<file path="src/rtl/fetch_unit_pkg.sv">
// Shared fetch-stage constants: opcode/funct fields, FSM encodings.
// Used by fetch_unit and fetch_next_pc.
package fetch_unit_pkg;

  localparam logic [3:0] OP_NOP  = 4'h0;
  localparam logic [3:0] OP_ALU  = 4'h1;
  localparam logic [3:0] OP_BR   = 4'h8;
  localparam logic [3:0] FN_NOP  = 4'h0;
  localparam logic [3:0] FN_HALT = 4'hF;

  localparam logic [2:0] R0 = 3'd0;
  localparam logic [2:0] R7 = 3'd7;

  typedef enum logic [0:0] {
    FETCH_RUN  = 1'b0,
    FETCH_HALT = 1'b1
  } fetch_state_e;

  // HALT is the NOP opcode (bits 15:12) with the HALT funct (bits 3:0)
  function automatic logic is_halt(input logic [15:0] w);
    return (w[15:12] == OP_NOP) && (w[3:0] == FN_HALT);
  endfunction

  function automatic logic [7:0] br_delta(input logic [5:0] off);
    return {off[5], off, 1'b0};
  endfunction

endpackage

</file>
<file path="src/rtl/fetch_unit_if.sv">
// Instruction RAM bus between the fetch stage and the 128x16 RAM.
// master = fetch (drives address), slave = RAM (returns word).
interface fetch_unit_if;

  logic [7:0]  IMEM_ADDR;
  logic [15:0] IMEM_Q;

  modport master (
    output IMEM_ADDR,
    input  IMEM_Q
  );

  modport slave (
    input  IMEM_ADDR,
    output IMEM_Q
  );

endinterface

</file>
<file path="src/rtl/fetch_unit_next_pc.sv">
// fetch_next_pc: combinational next-PC mux/adder.
// JUMP inputs exist only when FETCH_JUMP_EN is defined.
module fetch_next_pc
  import fetch_unit_pkg::*;
(
  input  logic [7:0] pc_i,
  input  logic       br_taken_i,
  input  logic [5:0] br_offset_i,
`ifdef FETCH_JUMP_EN
  input  logic       jump_i,
  input  logic [7:0] jump_target_i,
`endif
  output logic [7:0] pc_plus2_o,
  output logic [7:0] pc_next_o
);

  logic [7:0] br_tgt;
  logic       sel_jmp;
  logic       sel_br;
  logic       sel_seq;
  logic [7:0] jmp_tgt;

  assign pc_plus2_o = pc_i + 8'd2;
  assign br_tgt     = pc_plus2_o + br_delta(br_offset_i);

`ifdef FETCH_JUMP_EN
  assign sel_jmp = jump_i;
  assign jmp_tgt = {jump_target_i[7:1], 1'b0};
`else
  assign sel_jmp = 1'b0;
  assign jmp_tgt = 8'h00;
`endif

  // one-hot selects encode jump > branch > sequential
  assign sel_br  = br_taken_i & ~sel_jmp;
  assign sel_seq = ~br_taken_i & ~sel_jmp;

  always_comb begin
    pc_next_o = pc_plus2_o;
    unique case (1'b1)
      sel_jmp: pc_next_o = jmp_tgt;
      sel_br:  pc_next_o = br_tgt;
      sel_seq: pc_next_o = pc_plus2_o;
      default: pc_next_o = pc_plus2_o;
    endcase
    pc_next_o[0] = 1'b0;
  end

endmodule

</file>
<file path="src/rtl/fetch_unit.sv">
// fetch_unit: PC register, RUN/HALT FSM and retired-instruction counter.
// Define FETCH_JUMP_EN to add the JUMP/JUMP_TARGET redirect ports.
module fetch_unit
  import fetch_unit_pkg::*;
#(
  parameter logic [7:0] PC_RESET = 8'h00,
  parameter int         CNT_W    = 16
) (
  input  logic             CLK,
  input  logic             RESET,
  input  logic             STALL,
  input  logic             BR_TAKEN,
  input  logic [5:0]       BR_OFFSET,
`ifdef FETCH_JUMP_EN
  input  logic             JUMP,
  input  logic [7:0]       JUMP_TARGET,
`endif
  fetch_unit_if.master     imem,
  output logic [15:0]      INSTR,
  output logic [7:0]       PC_OUT,
  output logic [7:0]       PC_PLUS2,
  output logic             INSTR_VALID,
  output logic             HALTED,
  output logic [CNT_W-1:0] INSTR_COUNT
);

  localparam logic [CNT_W-1:0] CNT_ONE = {{(CNT_W-1){1'b0}}, 1'b1};

  fetch_state_e     state_q, state_d;
  logic [7:0]       pc_q, pc_d;
  logic [CNT_W-1:0] cnt_q, cnt_d;
  logic [7:0]       pc_next;

  fetch_next_pc u_next_pc (
    .pc_i          (pc_q),
    .br_taken_i    (BR_TAKEN),
    .br_offset_i   (BR_OFFSET),
`ifdef FETCH_JUMP_EN
    .jump_i        (JUMP),
    .jump_target_i (JUMP_TARGET),
`endif
    .pc_plus2_o    (PC_PLUS2),
    .pc_next_o     (pc_next)
  );

  always_ff @(posedge CLK) begin
    if (RESET) begin
      state_q <= FETCH_RUN;
      pc_q    <= {PC_RESET[7:1], 1'b0};
      cnt_q   <= '0;
    end else begin
      state_q <= state_d;
      pc_q    <= pc_d;
      cnt_q   <= cnt_d;
    end
  end

  always_comb begin
    state_d     = state_q;
    pc_d        = pc_q;
    cnt_d       = cnt_q;
    INSTR_VALID = 1'b0;
    INSTR       = 16'h0000;
    HALTED      = 1'b0;
    unique case (state_q)
      FETCH_RUN: begin
        INSTR_VALID = ~RESET;
        INSTR       = RESET ? 16'h0000 : imem.IMEM_Q;
        if (!STALL) begin
          cnt_d = (&cnt_q) ? cnt_q : cnt_q + CNT_ONE;
          // a HALT word retires but does not advance the PC
          if (is_halt(imem.IMEM_Q)) begin
            state_d = FETCH_HALT;
          end else begin
            pc_d = pc_next;
          end
        end
      end
      FETCH_HALT: begin
        HALTED = ~RESET;
      end
      default: begin
        state_d = FETCH_RUN;
      end
    endcase
  end

  assign imem.IMEM_ADDR = pc_q;
  assign PC_OUT         = pc_q;
  assign INSTR_COUNT    = cnt_q;

endmodule

</file>
<file path="src/flat_wrapper.sv">
// flat-port wrapper written by rule: the top's interface ports become plain ports
module fetch_unit_flat import fetch_unit_pkg::*;
#(
  parameter logic [7:0] PC_RESET = 8'h00,
  parameter int         CNT_W    = 16
)
  (CLK, RESET, STALL, BR_TAKEN, BR_OFFSET, INSTR, PC_OUT, PC_PLUS2, INSTR_VALID, HALTED, INSTR_COUNT, imem_IMEM_ADDR, imem_IMEM_Q);
  fetch_unit_if imem_i ();
  input  logic CLK;
  input  logic RESET;
  input  logic STALL;
  input  logic BR_TAKEN;
  input  logic [5:0] BR_OFFSET;
  output logic [15:0] INSTR;
  output logic [7:0] PC_OUT;
  output logic [7:0] PC_PLUS2;
  output logic INSTR_VALID;
  output logic HALTED;
  output logic [CNT_W-1:0] INSTR_COUNT;
  output wire logic [$bits(imem_i.IMEM_ADDR)-1:0] imem_IMEM_ADDR;
  input wire logic [$bits(imem_i.IMEM_Q)-1:0] imem_IMEM_Q;
  assign imem_IMEM_ADDR = imem_i.IMEM_ADDR;
  assign imem_i.IMEM_Q = imem_IMEM_Q;
  fetch_unit #(.PC_RESET(PC_RESET), .CNT_W(CNT_W)) u_core (.CLK(CLK), .RESET(RESET), .STALL(STALL), .BR_TAKEN(BR_TAKEN), .BR_OFFSET(BR_OFFSET), .imem(imem_i), .INSTR(INSTR), .PC_OUT(PC_OUT), .PC_PLUS2(PC_PLUS2), .INSTR_VALID(INSTR_VALID), .HALTED(HALTED), .INSTR_COUNT(INSTR_COUNT));
endmodule
</file>
<file path="config.mk">
export PLATFORM = sky130hd
export DESIGN_NAME = fetch_unit_flat
export DESIGN_NICKNAME = d
export VERILOG_FILES = /design/src/rtl/fetch_unit_pkg.sv /design/src/rtl/fetch_unit_if.sv /design/src/rtl/fetch_unit_next_pc.sv /design/src/rtl/fetch_unit.sv /design/src/flat_wrapper.sv
export SDC_FILE = /design/constraint.sdc
export NUM_CORES = 1
export LEC_CHECK = 0
export BUFFER_PORTS_ARGS = -buffer_cell sky130_fd_sc_hd__buf_4
export CORE_ASPECT_RATIO = 1.4
export CORE_MARGIN = 2
export CORE_UTILIZATION = 41
export DETAILED_ROUTE_END_ITERATION = 10
export GPL_ROUTABILITY_DRIVEN = 1
export PLACE_DENSITY = 0.85
export SETUP_SLACK_MARGIN = 0.02
export SLEW_MARGIN = 30
export SYNTH_ARGS = -nofsm -noshare
export SYNTH_HDL_FRONTEND = slang
export SYNTH_SLANG_ARGS = --single-unit
</file>
<file path="constraint.sdc">
create_clock -name CLK -period 2.6 [get_ports CLK]
set_clock_uncertainty 0.15 [all_clocks]
set_input_delay 0.13 -clock CLK [delete_from_list [all_inputs] [get_ports CLK]]
set_output_delay 0.13 -clock CLK [all_outputs]
set_load 0.02 [all_outputs]
</file>
Word level (Yosys, flattened, before mapping)
Index checks and enable logic that the tools add are counted.

Register bits: 24. Bits in latches: 0. RAM bits: 0. Bits in read-only memories: 0. Bits of input ports: 26. Output and inout bits: 58. Logic and storage cells: 25. Memories: 0.

$add $sub $neg: 3. $mul: 0. Divide/modulo/power cells: 0. Order comparisons: 0. Equal/unequal tests: 1. Shift operators: 0. Muxes and demuxes: 8. Bitwise gates (word level): 5. Reduce and logical (&&, ||, !) cells: 5.

Operator list (count): 16-bit two-way mux (2); 16-bit by 1-bit adder with 16-bit output (second input constant) (1); 16-bit AND reduction (1); 8-bit by 2-bit adder with 8-bit output (second input constant) (1); 8-bit adder (1); 8-bit two-way mux (1); 3-bit AND reduction (2); 1-bit two-way mux (5); 1-bit NOT (5); 4-bit equality test (second input constant) (1); 4-bit zero test (1); 1-bit logical AND (1).

Logic depth before layout (Yosys ltp)
Depth in word-level cells: 5. Mapped depth: 10. Mapped depth without buffers: 10.

By module
Synthesis repeated with hierarchy kept, for this count alone.

Cell total of the unflattened synthesis: 222. Area, all modules: 1811.7 µm².

By module, submodules not included: fetch_unit (instances 1, cells an instance 161, area an instance 1386.3 µm², seq. area each 500.5 µm²); fetch_next_pc (instances 1, cells an instance 61, area an instance 425.4 µm², seq. area each 0.0 µm²).

Least setup slack after synthesis
OpenSTA, ideal clock, no wires.

Kind: flip-flop to flip-flop. Start point: register u_core.pc_q[2] (netlist: u_core.PC_OUT[2]). End point: register u_core.pc_q[7] (netlist: u_core.PC_OUT[7]). Library setup time: 123 ps. Data arrival time: 2770 ps. Required time: 2327 ps. Setup slack: -443 ps. Stages on the path, launching flop included: 10. Path buffers: 0. Period minus slack after synthesis: 3043 ps. Cells stage by stage: dfxtp_1 -> ha_1 -> and3_1 -> xor2_1 -> ha_1 -> o2111ai_1 -> a311oi_1 -> or3_1 -> a21oi_1 -> mux2_1.

Longest elaborated chain between the ends: 3.

Ends and longest elaborated chain: start, declared (line fetch_unit.sv:30) `logic [7:0] pc_q, pc_d;`; start signal, assigned (line fetch_unit.sv:49) `pc_q <= {PC_RESET[7:1], 1'b0};`; start signal, assigned (line fetch_unit.sv:53) `pc_q <= pc_d;`; 8-bit by 2-bit adder with 8-bit output (line fetch_unit_next_pc.sv:23) `assign pc_plus2_o = pc_i + 8'd2;`; named net PC_PLUS2[5] (line flat_wrapper.sv:16) `output logic [7:0] PC_PLUS2;`; 8-bit adder (line fetch_unit_next_pc.sv:24) `assign br_tgt = pc_plus2_o + br_delta(br_offset_i);`; 8-bit two-way mux (line fetch_unit_next_pc.sv:40) `unique case (1'b1)`.

The timed path passes the listed nets, and every way through them passes these cells. A chain may end at the register's enable or synchronous reset.

Final worst setup path
Start point: register u_core.pc_q[1] (netlist: u_core.PC_OUT[1]). End point: register u_core.pc_q[7] (netlist: u_core.PC_OUT[7]).

Longest elaborated chain between the ends: 3.

Ends and longest elaborated chain (line): 8-bit by 2-bit adder with 8-bit output * (fetch_unit_next_pc.sv:23); 8-bit adder (fetch_unit_next_pc.sv:24); 8-bit two-way mux * (fetch_unit_next_pc.sv:40).

Mark *: on every way between the ends. The rest lies on a longest branch, timed or not.

==> impl_metrics.ini <==
[run_status]
status = finished, final reports clean

[global_routing]
grt_overflow = 0
global_route.usage.total_pct = 18.4
grt_pass1_wl_um = 6890
largest_net_degree_at_the_start_of_global_routing = 28
grt_antenna_before_repair = 0
via_count_of_the_first_global_routing_pass = 1590

[power_and_ir_drop]
power-per-cell-area_nw_per_um2 = 453
cellLeakagePower_nw = 1.17
final_total_pwr_mw = 1.17
ir_worst_vdd_mv = 0.490

[clock_tree]
hold_buf_count_cts = 0
cts_tree = yes
cts_buffers = 3
cts-root-to-sink-buffers = 2
clock_root_buffer_master = clkbuf_8
worst_skew_pair.late_latency_ns = 0.26
numClockSinks = 24
cts-htree-levels = 1
cts.reportedPaths.clkPinSlew_ns = 0.08

[detailed_routing]
met1Wirelength_um = 1700
detailroute.wirelength.met3_um = 150
drt_pass1_iterations = 4
routed-wl-met2_um = 2530
vias = 1677
drc = 0
drtAntennaViolNets = 0
route.final.wire_length_um = 4430
via_per_inst = 5.18
drt-wirelength-per-cell_um = 13.7
drt_first_iter_violations = 41
max_layer_used = met4

[worst_setup_path]
timing.critical_path.arrival_ns = 2.60
cpMaxStageDelayCell = fa_2
start_kind = flop
peak_fanout_along_the_critical_path = 5
slowest_delay_ns = 0.39
critPathRequiredTime_ns = 2.61
crit_family = simple AND/OR/NAND/NOR gates
worst_path_buffer_plus_inverter_count = 1
critical_path_depth = 9
ff2ff_path_depth = 9
critical_path.endpoint_type = flop
critical_path.cell_chain = ha_4 -> inv_1 -> fa_2 -> nor2b_4 -> o2111ai_4 -> nor3b_2 -> or3_1 -> a21oi_2 -> mux2_4
timing.setup.critical_path_class = reg2reg

[final_layout]
final_net_count = 318
syn_to_final_growth_pct = 52.6
layout.cells.non_filler = 324
fraction_of_final_layout_cells_sized_beyond_drive_strength_1_pct = 43.8
final_core_util_pct = 65.2
antenna_cells_inserted = 0

[worst_hold_path]
holdCritPathClass = in2reg
worst_hold_path.num_cells = 4

[logic_synthesis]
register_bit_count_reported_by_yosys = 24
average_footprint_of_a_synthesized_cell_um2 = 8.32
edff_count_synth = 0
synthesis.yosys.warnings = 0
netlist_top_cells_area = dfxtp_1 28%, ha_1 6.7%, and2_1 6.3%
synth.lib_cells_used.distinct = 45
synth-seq-area-share_pct = 28.4
synth_area_um2 = 1690
postSynth.asyncResetShare_pct = 0
synthCells = 203
ys_flop_type = dfxtp_1
synth_top_cell_by_area = dfxtp_1
synth_top_area_share_pct = 28.4

[timing]
timing.final.ws_setup_ns = 0.0118
timing.final.crit_period_ns = 2.59
layout_worst_path_cycle_share_pct = 99.5
relative_slew_slack_pct = 48.9
grt_setup_unrepaired = true
timing_hold_violations_final = 0
timing.final.max_slew_violations = 0
maxClockFrequency_mhz = 386
final.setup.tns_ns = 0
setup-violations-final = 0
worst_pin_slew_ns = 0.764

[placed_design]
gp_congestion = 0.841
detailed_place_hpwl_um = 3360
io_buffers = 80
dpl_worst_slack_ns = -0.0643
dp_cells = 318

[floorplanning]
fp.coreArea_um2 = 3950
initial_standard_cell_utilization_of_the_core_pct = 42.7
ioPinCount = 84
floorplan.die_area_um2 = 4660
die_width_um = 58.2
die_y_um = 79.9
floorplan_row_count = 27

[job]
max-cap-violations = 0
## final cells by class
cell class	instances	area [um^2]
flip-flops and latches	24	494
clock buffers	3	41.3
well taps	43	53.8
clock inverters	1	30.0
repair buffers	87	653
fillers	317	1380
multi-input cells	159	1270
inverters	7	30.0
## what timing repair did
item | 4_1_cts | 5_1_grt
setup endpoints to repair | 1 | 1
pin swaps | 1 | 2
gates resized for setup | 3 | 7
setup buffers | 1 | 1
## state kept, by name, summed over array words and instances, names as in the netlist
| signal | flops |
|---|---|
| u_core.INSTR_COUNT | 16 |
| u_core.PC_OUT | 7 |
| u_core.state_q | 1 |
## worst min-delay path, cell delays in order
cell	delay, ns
buf_4	0.12
inv_1	0.05
a21oi_1	0.05
nor2_1	0.07
## per-layer routing
metal	GRT usage, %	vias up
met5	0	-
met4	5.58	0
met3	1.94	4
met2	36.1	37
met1	19.8	790
li1	-	846
## kinds of logic (layout without fill, tap and decap cells)
kind of cell	Yosys count	count (layout)	synth area share [%]
compound gates	29	29	11.6
other cells	1	3	0.222
xor+xnor	21	21	10.9
fa+ha+maj	10	10	7.85
flops	24	24	28.4
buf+inv	22	98	7.11
simple gates	92	92	31.4
mux	4	4	2.44
## metrics by stage
step / hold slack, ns / area (um^2)
floorplan: 0.158 / 1840
global placement: 0.298 / 2440
detailed placement: 0.317 / 2440
CTS: 0.0394 / 2530
global route: 0.0676 / 2580
finish: 0.0432 / 2580
## cells in the mapped netlist (4+ instances only)
cell,count
o21ai_0,5
and3_1,4
buf_4,10
dfxtp_1,24
xor2_1,10
xnor2_1,11
ha_1,9
nor2_1,27
nand2_1,11
and2_1,17
nor2b_1,4
a21oi_1,10
clkbuf_1,4
inv_1,7
nand3_1,6
## final timing paths
| path | slack (ns) | from | endpoint |
|---|---|---|---|
| max | 0.01 | u_core.PC_OUT[1] | u_core.PC_OUT[7] |
| min | 0.04 | STALL | u_core.state_q |
| max reg2reg | 0.01 | u_core.PC_OUT[1] | u_core.PC_OUT[7] |
| min reg2reg | 0.40 | u_core.INSTR_COUNT[1] | u_core.INSTR_COUNT[1] |
## placed cells by master (no fill, tap or decap), types with 4 or more instances in the layout
cell and count:
nor2_1 27, xor2_1 8, o21ai_0 5, buf_4 87, a21oi_1 8, inv_1 6
nand3_1 4, and2_1 17, ha_1 5, ha_4 4, dfxtp_1 19, xnor2_1 9
nand2_1 11
## report_power, final
part	internal (mW)	total [mW]	switching, mW
combinational	0.214	0.435	0.221
sequential	0.384	0.409	0.0257
clock	0.206	0.323	0.117
Note: power is estimated with default switching activity, not from simulation.
